`src/rtl/prach_fft_pkg.sv`:
```
// Shared types and arithmetic helpers for the PRACH radix-2 butterfly stage.
// Pure combinational helpers, no latency, no flow control.
package prach_fft_pkg;

   localparam int TAG_W = 2;
   localparam int SAT_W = 40;

   typedef enum logic [TAG_W-1:0] {
      EMPTY = 2'd0,
      X0    = 2'd1,
      DIFF  = 2'd2
   } tag_e;

   function automatic bit nfft_legal(input int n);
      return (n >= 4) && ((n & (n - 1)) == 0);
   endfunction

   // Optional /2 with round-half-up, then clamp to dw signed bits; returns {clamped, value}.
   function automatic logic [SAT_W:0] sat_round(input logic signed [SAT_W-1:0] v,
                                                input logic scale, input int dw);
      logic signed [SAT_W-1:0] r;
      logic signed [SAT_W-1:0] lim_hi;
      logic signed [SAT_W-1:0] lim_lo;
      logic                    ov;
      lim_hi = (SAT_W'(1) <<< (dw - 1)) - SAT_W'(1);
      lim_lo = -(SAT_W'(1) <<< (dw - 1));
      r      = scale ? ((v + SAT_W'(1)) >>> 1) : v;
      ov     = 1'b0;
      if (r > lim_hi) begin
         r  = lim_hi;
         ov = 1'b1;
      end else if (r < lim_lo) begin
         r  = lim_lo;
         ov = 1'b1;
      end
      return {ov, r};
   endfunction

endpackage

```
`src/rtl/prach_fft_bf2_stage_if.sv`:
```
// Sample-stream bundle between a PRACH FFT stage and its neighbours.
// Master drives input samples and control, slave returns results and status.
interface prach_fft_bf2_stage_if #(
   parameter int DW = 18
);
   logic signed [DW-1:0] din_dr;
   logic signed [DW-1:0] din_di;
   logic                 din_dv;
   logic                 sync_in;
   logic                 scale_en;
   logic                 ovf_clr;
   logic signed [DW-1:0] dout_dr;
   logic signed [DW-1:0] dout_di;
   logic                 dout_dv;
   logic                 sync_out;
   logic                 ovf;
   logic                 frame_err;
   logic                 busy;

   modport master (
      output din_dr, din_di, din_dv, sync_in, scale_en, ovf_clr,
      input  dout_dr, dout_di, dout_dv, sync_out, ovf, frame_err, busy
   );

   modport slave (
      input  din_dr, din_di, din_dv, sync_in, scale_en, ovf_clr,
      output dout_dr, dout_di, dout_dv, sync_out, ovf, frame_err, busy
   );
endinterface

```
`src/rtl/prach_delay_en.sv`:
```
// Enable-gated shift register of DELAY entries; tail visible combinationally.
// Advances one entry per enabled clock; only the low TAG_WIDTH bits are reset.
module prach_delay_en #(
   parameter int WIDTH     = 38,
   parameter int DELAY     = 32,
   parameter int TAG_WIDTH = 2
) (
   input  logic             clk,
   input  logic             rst,
   input  logic             en_i,
   input  logic [WIDTH-1:0] din_i,
   output logic [WIDTH-1:0] dout_o
);
   logic [TAG_WIDTH-1:0]     tag_q [DELAY];
   logic [WIDTH-1:TAG_WIDTH] dat_q [DELAY];

   always_ff @(posedge clk) begin
      if (rst) begin
         for (int i = 0; i < DELAY; i++) begin
            tag_q[i] <= '0;
         end
      end else if (en_i) begin
         tag_q[0] <= din_i[TAG_WIDTH-1:0];
         for (int i = 1; i < DELAY; i++) begin
            tag_q[i] <= tag_q[i-1];
         end
      end
   end

   // Payload carries no reset: the tag alone decides whether an entry is meaningful.
   always_ff @(posedge clk) begin
      if (en_i) begin
         dat_q[0] <= din_i[WIDTH-1:TAG_WIDTH];
         for (int i = 1; i < DELAY; i++) begin
            dat_q[i] <= dat_q[i-1];
         end
      end
   end

   assign dout_o = {dat_q[DELAY-1], tag_q[DELAY-1]};

endmodule

```
`src/rtl/prach_fft_bf2_stage.sv`:
```
// Radix-2 DIT butterfly over an N/2 tagged delay line: sums 1 clk after x1, differences drained later.
// No backpressure: accepts any din_dv pattern, self-drains queued differences while idle.
module prach_fft_bf2_stage
   import prach_fft_pkg::*;
#(
   parameter int DATA_WIDTH     = 18,
   parameter int NUM_FFT_LENGTH = 64
) (
   input  logic                 clk,
   input  logic                 rst,
   prach_fft_bf2_stage_if.slave io
);
   localparam int DW   = DATA_WIDTH;
   localparam int N    = NUM_FFT_LENGTH;
   localparam int HALF = N / 2;
   localparam int CW   = $clog2(N);
   localparam int PW   = $clog2(HALF + 1);
   localparam int EW   = 2 * DW + TAG_W;

   if (!nfft_legal(N)) begin : g_bad_len
      $error("NUM_FFT_LENGTH must be a power of 2 and at least 4");
   end
   if ((DW < 2) || (DW + 2 > SAT_W)) begin : g_bad_dw
      $error("DATA_WIDTH out of supported range");
   end

   logic [CW-1:0]        cnt_q, cnt_d;
   logic [PW-1:0]        pend_q, pend_d;
   logic                 scale_q, scale_d;
   logic                 ovf_q, ovf_d;
   logic                 frame_err_q, frame_err_d;
   logic                 sync_out_q, sync_out_d;
   logic                 dout_dv_q, dout_dv_d;
   logic signed [DW-1:0] dout_dr_q, dout_dr_d;
   logic signed [DW-1:0] dout_di_q, dout_di_d;

   logic                 sync_acc;
   logic                 second;
   logic                 shift_en;
   logic                 pop_diff;
   logic [EW-1:0]        head_w;
   logic [EW-1:0]        tail_w;
   tag_e                 tail_tag;
   logic signed [DW-1:0] tail_re, tail_im;

   logic signed [SAT_W-1:0] sum_re_w, sum_im_w, dif_re_w, dif_im_w;
   logic [SAT_W:0]          sum_re_s, sum_im_s, dif_re_s, dif_im_s;
   logic signed [DW-1:0]    sum_re, sum_im, dif_re, dif_im;
   logic                    sat_hit;
   logic                    unused_sat_hi;

   prach_delay_en #(
      .WIDTH     (EW),
      .DELAY     (HALF),
      .TAG_WIDTH (TAG_W)
   ) u_line (
      .clk    (clk),
      .rst    (rst),
      .en_i   (shift_en),
      .din_i  (head_w),
      .dout_o (tail_w)
   );

   assign tail_tag = tag_e'(tail_w[TAG_W-1:0]);
   assign tail_re  = tail_w[EW-1 -: DW];
   assign tail_im  = tail_w[TAG_W +: DW];

   // In the second half the tail holds x0[k] paired with the incoming x1[k].
   assign sum_re_w = SAT_W'(tail_re) + SAT_W'(io.din_dr);
   assign sum_im_w = SAT_W'(tail_im) + SAT_W'(io.din_di);
   assign dif_re_w = SAT_W'(tail_re) - SAT_W'(io.din_dr);
   assign dif_im_w = SAT_W'(tail_im) - SAT_W'(io.din_di);

   assign sum_re_s = sat_round(sum_re_w, scale_q, DW);
   assign sum_im_s = sat_round(sum_im_w, scale_q, DW);
   assign dif_re_s = sat_round(dif_re_w, scale_q, DW);
   assign dif_im_s = sat_round(dif_im_w, scale_q, DW);

   assign sum_re  = sum_re_s[DW-1:0];
   assign sum_im  = sum_im_s[DW-1:0];
   assign dif_re  = dif_re_s[DW-1:0];
   assign dif_im  = dif_im_s[DW-1:0];
   assign sat_hit = sum_re_s[SAT_W] | sum_im_s[SAT_W] | dif_re_s[SAT_W] | dif_im_s[SAT_W];

   assign unused_sat_hi = ^{sum_re_s[SAT_W-1:DW], sum_im_s[SAT_W-1:DW],
                            dif_re_s[SAT_W-1:DW], dif_im_s[SAT_W-1:DW]};

   always_comb begin
      sync_acc = io.sync_in & io.din_dv;
      second   = io.din_dv & ~sync_acc & (cnt_q >= CW'(HALF));
      shift_en = io.din_dv | ((cnt_q == '0) & (pend_q != '0));
      pop_diff = shift_en & (tail_tag == DIFF);

      head_w = {{(2 * DW){1'b0}}, EMPTY};
      if (second) begin
         head_w = {dif_re, dif_im, DIFF};
      end else if (io.din_dv) begin
         head_w = {io.din_dr, io.din_di, X0};
      end

      cnt_d = cnt_q;
      if (sync_acc) begin
         cnt_d = CW'(1);
      end else if (io.din_dv) begin
         cnt_d = (cnt_q == CW'(N - 1)) ? '0 : cnt_q + CW'(1);
      end

      pend_d      = pend_q + PW'(second) - PW'(pop_diff);
      scale_d     = sync_acc ? io.scale_en : scale_q;
      ovf_d       = (second & sat_hit) | (ovf_q & ~io.ovf_clr);
      frame_err_d = sync_acc & (cnt_q != '0);
      sync_out_d  = second & (cnt_q == CW'(HALF));

      // Stale X0 entries at the tail (from an aborted frame) fall out without emitting.
      dout_dv_d = second | pop_diff;
      dout_dr_d = dout_dr_q;
      dout_di_d = dout_di_q;
      if (second) begin
         dout_dr_d = sum_re;
         dout_di_d = sum_im;
      end else if (pop_diff) begin
         dout_dr_d = tail_re;
         dout_di_d = tail_im;
      end
   end

   always_ff @(posedge clk) begin
      if (rst) begin
         cnt_q       <= '0;
         pend_q      <= '0;
         scale_q     <= 1'b0;
         ovf_q       <= 1'b0;
         frame_err_q <= 1'b0;
         sync_out_q  <= 1'b0;
         dout_dv_q   <= 1'b0;
         dout_dr_q   <= '0;
         dout_di_q   <= '0;
      end else begin
         cnt_q       <= cnt_d;
         pend_q      <= pend_d;
         scale_q     <= scale_d;
         ovf_q       <= ovf_d;
         frame_err_q <= frame_err_d;
         sync_out_q  <= sync_out_d;
         dout_dv_q   <= dout_dv_d;
         dout_dr_q   <= dout_dr_d;
         dout_di_q   <= dout_di_d;
      end
   end

   assign io.dout_dr   = dout_dr_q;
   assign io.dout_di   = dout_di_q;
   assign io.dout_dv   = dout_dv_q;
   assign io.sync_out  = sync_out_q;
   assign io.ovf       = ovf_q;
   assign io.frame_err = frame_err_q;
   assign io.busy      = (cnt_q != '0) | (pend_q != '0);

endmodule
```
`src/flat_wrapper.sv`:
```
// flat-port wrapper written by rule: the top's interface ports become plain ports
module prach_fft_bf2_stage_flat import prach_fft_pkg::*;
#(
   parameter int DATA_WIDTH     = 18,
   parameter int NUM_FFT_LENGTH = 64
)
  (clk, rst, io_din_dr, io_din_di, io_din_dv, io_sync_in, io_scale_en, io_ovf_clr, io_dout_dr, io_dout_di, io_dout_dv, io_sync_out, io_ovf, io_frame_err, io_busy);
  prach_fft_bf2_stage_if io_i ();
  input  logic clk;
  input  logic rst;
  input wire logic [$bits(io_i.din_dr)-1:0] io_din_dr;
  input wire logic [$bits(io_i.din_di)-1:0] io_din_di;
  input wire logic [$bits(io_i.din_dv)-1:0] io_din_dv;
  input wire logic [$bits(io_i.sync_in)-1:0] io_sync_in;
  input wire logic [$bits(io_i.scale_en)-1:0] io_scale_en;
  input wire logic [$bits(io_i.ovf_clr)-1:0] io_ovf_clr;
  output wire logic [$bits(io_i.dout_dr)-1:0] io_dout_dr;
  output wire logic [$bits(io_i.dout_di)-1:0] io_dout_di;
  output wire logic [$bits(io_i.dout_dv)-1:0] io_dout_dv;
  output wire logic [$bits(io_i.sync_out)-1:0] io_sync_out;
  output wire logic [$bits(io_i.ovf)-1:0] io_ovf;
  output wire logic [$bits(io_i.frame_err)-1:0] io_frame_err;
  output wire logic [$bits(io_i.busy)-1:0] io_busy;
  assign io_i.din_dr = io_din_dr;
  assign io_i.din_di = io_din_di;
  assign io_i.din_dv = io_din_dv;
  assign io_i.sync_in = io_sync_in;
  assign io_i.scale_en = io_scale_en;
  assign io_i.ovf_clr = io_ovf_clr;
  assign io_dout_dr = io_i.dout_dr;
  assign io_dout_di = io_i.dout_di;
  assign io_dout_dv = io_i.dout_dv;
  assign io_sync_out = io_i.sync_out;
  assign io_ovf = io_i.ovf;
  assign io_frame_err = io_i.frame_err;
  assign io_busy = io_i.busy;
  prach_fft_bf2_stage #(.DATA_WIDTH(DATA_WIDTH), .NUM_FFT_LENGTH(NUM_FFT_LENGTH)) u_core (.clk(clk), .rst(rst), .io(io_i));
endmodule
```
`config.mk`:
```
export PLATFORM = sky130hd
export DESIGN_NAME = prach_fft_bf2_stage_flat
export DESIGN_NICKNAME = d
export VERILOG_FILES = /design/src/rtl/prach_fft_pkg.sv /design/src/rtl/prach_fft_bf2_stage_if.sv /design/src/rtl/prach_delay_en.sv /design/src/rtl/prach_fft_bf2_stage.sv /design/src/flat_wrapper.sv
export SDC_FILE = /design/constraint.sdc
export NUM_CORES = 2
export LEC_CHECK = 0
export CORE_AREA = 2 2 228 398
export DETAILED_ROUTE_END_ITERATION = 8
export DIE_AREA = 0 0 230 400
export PLACE_DENSITY = 0.73
export RECOVER_POWER = 25
export SLEW_MARGIN = 20
export SYNTH_ARGS = -nofsm -noshare
export SYNTH_HDL_FRONTEND = slang
export SYNTH_SLANG_ARGS = --single-unit
```
`constraint.sdc`:
```
create_clock -name clk -period 51.2 [get_ports clk]
set_input_delay 7.68 -clock clk [delete_from_list [all_inputs] [get_ports clk]]
set_output_delay 7.68 -clock clk [all_outputs]
set_load 0.05 [all_outputs]
```
# After elaboration in Yosys (flattened, before gate mapping)
# Memories as Yosys holds them, arrays and structs flattened.
# Index checks and enable logic that the tools add are counted.
[totals]
ram_bits = 1216
inputBits = 42
out_inout_bits = 41
register_bits = 53
n_memories = 2
elab_cells = 158
[memory_table]
columns = ["name", "words", "word_bits", "rd", "rd_clocked_by_memory_dff", "write_ports", "line_no", "text"]
rows = [
  ["u_core.u_line.dat_q", 32, 36, 32, 0, 32, "prach_delay_en.sv:15", "logic [WIDTH-1:TAG_WIDTH] dat_q [DELAY];"],
  ["u_core.u_line.tag_q", 32, 2, 32, 0, 32, "prach_delay_en.sv:14", "logic [TAG_WIDTH-1:0] tag_q [DELAY];"],
]
[classes]
n_bitwise = 50
n_mux = 67
n_eq_ne = 3
add_sub_neg = 11
n_lt_le_gt_ge = 9
n_reduce_logical = 6
[ops]
columns = ["operator", "n"]
rows = [
  ["$mux 18", 12],
  ["$add 40x2->40 const B", 4],
  ["$gt 40x18->1 const B", 4],
  ["$lt 40x18->1 const B", 4],
  ["$mux 40", 4],
  ["$mux 38", 2],
  ["$mux 2", 32],
  ["$or 1x1->1", 39],
  ["$add 18x18->19", 2],
  ["$sub 18x18->19", 2],
  ["$mux 1", 16],
  ["$eq 6x6->1 const B", 2],
  ["$reduce_bool 6->1", 2],
  ["$and 1x1->1", 9],
  ["$add 6x1->6", 1],
  ["$add 6x1->6 const B", 1],
  ["$ge 6x6->1 const B", 1],
  ["$logic_not 6->1", 1],
  ["$mux 6", 1],
  ["$sub 6x1->6", 1],
  ["$reduce_bool 2->1", 2],
  ["$eq 2x2->1 const B", 1],
  ["$not 1->1", 2],
  ["$reduce_or 2->1", 1],
]

# Depth between registers and ports, before layout
# An unclocked memory read counts as a cell.
[logic_depth]
ltp_word = 12
depth_mapped = 21
depth_no_buf = 19

# Modules after synthesis
# Synthesis repeated with hierarchy kept, for this count alone.
[unflattened]
cells_unflattened = 2812
area_unflattened_um2 = 47455.5
[by_module_without_submodules]
columns = ["module", "cells_each", "n_inst", "seq_area_each_um2", "area_each_um2"]
rows = [
  ["prach_delay_en", 1329, 1, 36515.0, 37392.1],
  ["prach_fft_bf2_stage", 1483, 1, 1061.0, 10063.4],
]

# Worst setup path before layout
# Ideal clock, no wire load.
[synth_timing]
kind = "input port to flip-flop"
start = "in io_din_dv"
end = "reg u_core.pend_q[5]"
required_time_ns = 51.072
cell_stages = 15
arrival_time_ns = 33.188
setup_time_ns = 0.128
path_slack_ns = 17.885
n_path_buf = 2
cell_sequence = "a21oi_1 > inv_1 > nand3b_1 > clkbuf_1 > inv_2 > buf_1 > ha_1 > inv_1 > ha_1 > a21o_1 > a21oi_1 > o21bai_1 > a21oi_1 > xnor2_1 > nor2_1"
[synth_between]
elab_chain_cells = 6
elab_cells_between_ends = 8
cone_classes = "add/sub: 2; bitwise: 6"
[synth_rtl]
columns = ["item", "line_no", "text"]
rows = [
  ["from (decl)", "flat_wrapper.sv:13", "input wire logic [$bits(io_i.din_dv)-1:0] io_din_dv;"],
  ["$and 1x1->1", "prach_fft_bf2_stage.sv:89", "sync_acc = io.sync_in & io.din_dv;"],
  ["$not 1->1", "prach_fft_bf2_stage.sv:90", "second = io.din_dv & ~sync_acc & (cnt_q >= CW'(HALF));"],
  ["$and 1x1->1 (2 in a row)", "prach_fft_bf2_stage.sv:90", ""],
  ["$add 6x1->6", "prach_fft_bf2_stage.sv:108", "pend_d = pend_q + PW'(second) - PW'(pop_diff);"],
  ["$sub 6x1->6 *", "prach_fft_bf2_stage.sv:108", ""],
  ["to (signal assigned)", "prach_fft_bf2_stage.sv:140", "pend_q <= pend_d;"],
  ["to (decl)", "prach_fft_bf2_stage.sv:28", "logic [PW-1:0] pend_q, pend_d;"],
]
# Mark *: on every way between the ends. The rest lies on a longest branch, timed or not.
# A chain may end at the register's enable or synchronous reset.

==> qor.csv <==
stage,metric,value,unit
clocking,cts_buffer_depth,3,
setup_path,worstSetupStartpointType,primary input,
finish,instances_no_fill,4193,
detailed_routing,drtIter0Drc,2114,
timing,clock.fmax,80.8,MHz
clocking,post_cts_resized,0,
timing,clock_skew,0.0262,ns
yosys,synth_area_leaders,"edfxtp_1 77%, ha_1 2.3%, dfxtp_1 2.2%",
finish,final_area,53000,um^2
yosys,synth_common_cells,"1216 x edfxtp_1, 141 x nand2_1, 121 x a21oi_1",
floorplan,die_area,92000,um^2
yosys,netlist_instances,2824,
finish,fillers,6446,
detailed_routing,wirelength,92000,um
status,status,"finished, final reports clean",
timing,finalHoldViolCount,0,
setup_path,crit_family,buffers and inverters,
pwr,powerDensity,69.7,nW/um^2
setup_path,max_stage_delay,0.90,ns
timing,tightest_slew,1.06,ns
clocking,cts.clk_slew.worst_paths,0.08,ns
clocking,clkLatencyLatePin,0.71,ns
clocking,cts_root_buf,clkbuf_16,
yosys,ys_seq_area_share,79.1,%
setup_path,slowest_stage,buf_4,
yosys,yosysWarnings,0,
yosys,synth_top_area_share,76.9,%
setup_path,crit_fanout,154,
timing,fin_setup_tns,0,ns
worst_hold_path,worstHoldPathType,reg2reg,
finish,drive_gt1_share,8.19,%
clocking,cts_tree,done,
clocking,holdBufCountCts,0,
floorplan,row_count,145,
timing,slew_headroom,29.4,%
clocking,cts_setup_buffers,0,
yosys,netlist_area,47500,um^2
global_routing,grtUsageTotal,19.8,%
global_routing,grt_max_degree,155,
yosys,yosys.area.top_type,edfxtp_1,
setup_path,reg2reg_slack,45.15,ns
yosys,ys.flop_type,edfxtp_1,
yosys,ys_ff_latch,1269,
detailed_routing,drcViolationCount,0,
placed_design,placed_cell_area,49500,um^2
job,cap_viol_max_count,0,
setup_path,crit_top_cell,buf_4,
setup_path,arrival,12.69,ns
timing,fin_hold_ws,0.398,ns
finish,area_growth,11.6,%
detailed_routing,routed-via-count,24363,
yosys,ys_types,100,
setup_path,worstSetupPathType,in2reg,
global_routing,antenna_found_initial,7,
placed_design,dp_hpwl,56400,um
floorplan,die_height,400,um
clocking,clock_sinks,1269,
global_routing,grt_pass1_vias,23526,
placed_design,place_ws,37.96,ns
pwr,p_leak,18.8,nW
global_routing,grt_first_pass_wirelength,139000,um
pwr,vdd_ir_drop_max,0.0000320,V
placed_design,place_congestion,0.896,
detailed_routing,antenna_left,0,
setup_path,required,51.52,ns
timing,setup_viol,0,
floorplan,io_pins,83,
yosys,async_flop_share,0,%
timing,final-max-slew-violation-count,0,
detailed_routing,vias_per_cell,5.81,
finish,fin_nets,3063,
yosys,synth_edf_count,1216,
floorplan,start_util,53.4,%
yosys,yosysMostFrequentCell,edfxtp_1,
timing,fin_ws,38.83,ns
global_routing,gr-total-overflow,0,
placed_design,port_buffers,82,
setup_path,cp-end-kind,register,
clocking,h-tree-depth,3,
timing,period_minus_slack,12.37,ns
timing,timing.final.crit_share,24.2,%
finish,multi_input_area,9090,um^2
floorplan,core_area,88900,um^2
timing,rsz0062_at_grt,no,
finish,seqCellArea,37600,um^2
floorplan,die_width,230,um
yosys,syn_area_per_cell,16.8,um^2
clocking,numCtsBuffers,103,
yosys,synth_fp_nets,2957,
detailed_routing,drtPass1Iterations,5,
setup_path,crit_chain,buf_2 -> buf_4 -> a21oi_1 -> inv_8 -> buf_4 -> buf_4 -> buf_4 -> buf_4,
detailed_routing,wl_per_cell,21.9,um
placed_design,placed_cells,4000,
setup_path,crit_buf_inv,7,
where the power goes:
part           leakage [nW]  internal [mW]  total (mW)  switching [mW]
clock network          1.67          0.444       0.805           0.362
logic                  4.18          0.262       0.865           0.603
registers              12.9           1.84        2.03           0.185
total                  18.8           2.55        3.70            1.15
final cells by class:
cell class                      count  share of cell area, %
Clock buffer                      118                   5.03
Timing Repair Buffer              107                   1.92
Clock inverter                     72                   1.47
Multi-Input combinational cell   1349                   17.2
Sequential cell                  1269                   70.9
Inverter                          100                  0.722
Tap cell                         1176                   2.78
Antenna cell                        2                0.00944
flip-flops by register name, summed over array words and instances (netlist names), 6 cells and up:
register,flops
u_core.u_line.dat_q,1152
u_core.u_line.tag_q,64
u_core.io.dout_di,18
u_core.io.dout_dr,18
u_core.cnt_q,6
u_core.pend_q,6
per-stage QoR:
stage               utilization [%]  total power [mW]
floorplan                         -              2.85
global route                   59.6              3.88
CTS                            59.6              3.72
detailed placement             55.7              2.88
global placement               55.7              2.86
finish                         59.6              3.70
per-layer routing:
metal / track usage [%] / wire, um / up-vias
met5: 0 / 73 / -
met4: 8.94 / 3640 / 12
met3: 3.27 / 4510 / 211
met2: 31.6 / 43700 / 709
met1: 26.9 / 40100 / 12262
li1: - / - / 11169
final timing paths:
| kind | cells past startpoint | from | to |
|---|---|---|---|
| setup reg to reg | 10 | u_core.cnt_q[0] | u_core.u_line.dat_q[0][461] |
| setup / recovery | 8 | io_din_dv | u_core.u_line.dat_q[0][461] |
| hold reg to reg | 0 | u_core.u_line.dat_q[0][52] | u_core.u_line.dat_q[0][88] |
| hold / removal | 0 | u_core.u_line.dat_q[0][52] | u_core.u_line.dat_q[0][88] |
cell usage in the layout (no fill, tap or decap), drive strengths merged, types with 22 or more instances in the layout:
cell and instances:
edfxtp 1216, nand2 141, a21oi 121, o21ai 121, clkbuf 118, nor2 111
inv 108, ha 86, clkdlybuf4s50 80, nand3 71, nor2b 56, and2 53
dfxtp 53, nor3 52, clkinv 42, a211oi 35, a21o 31, xnor2 28
mux2i 27, buf 27, a221oi 24, and3 23, o211ai 22
logic make-up after synthesis:
logic type | share of synthesized area [%]
mux | 0.617
simple gates | 6.91
flops | 79.1
buf+inv | 1.73
xor+xnor | 0.864
fa+ha+maj | 2.48
compound gates | 8.26
No activity file was read; power rests on OpenSTA's default activity.
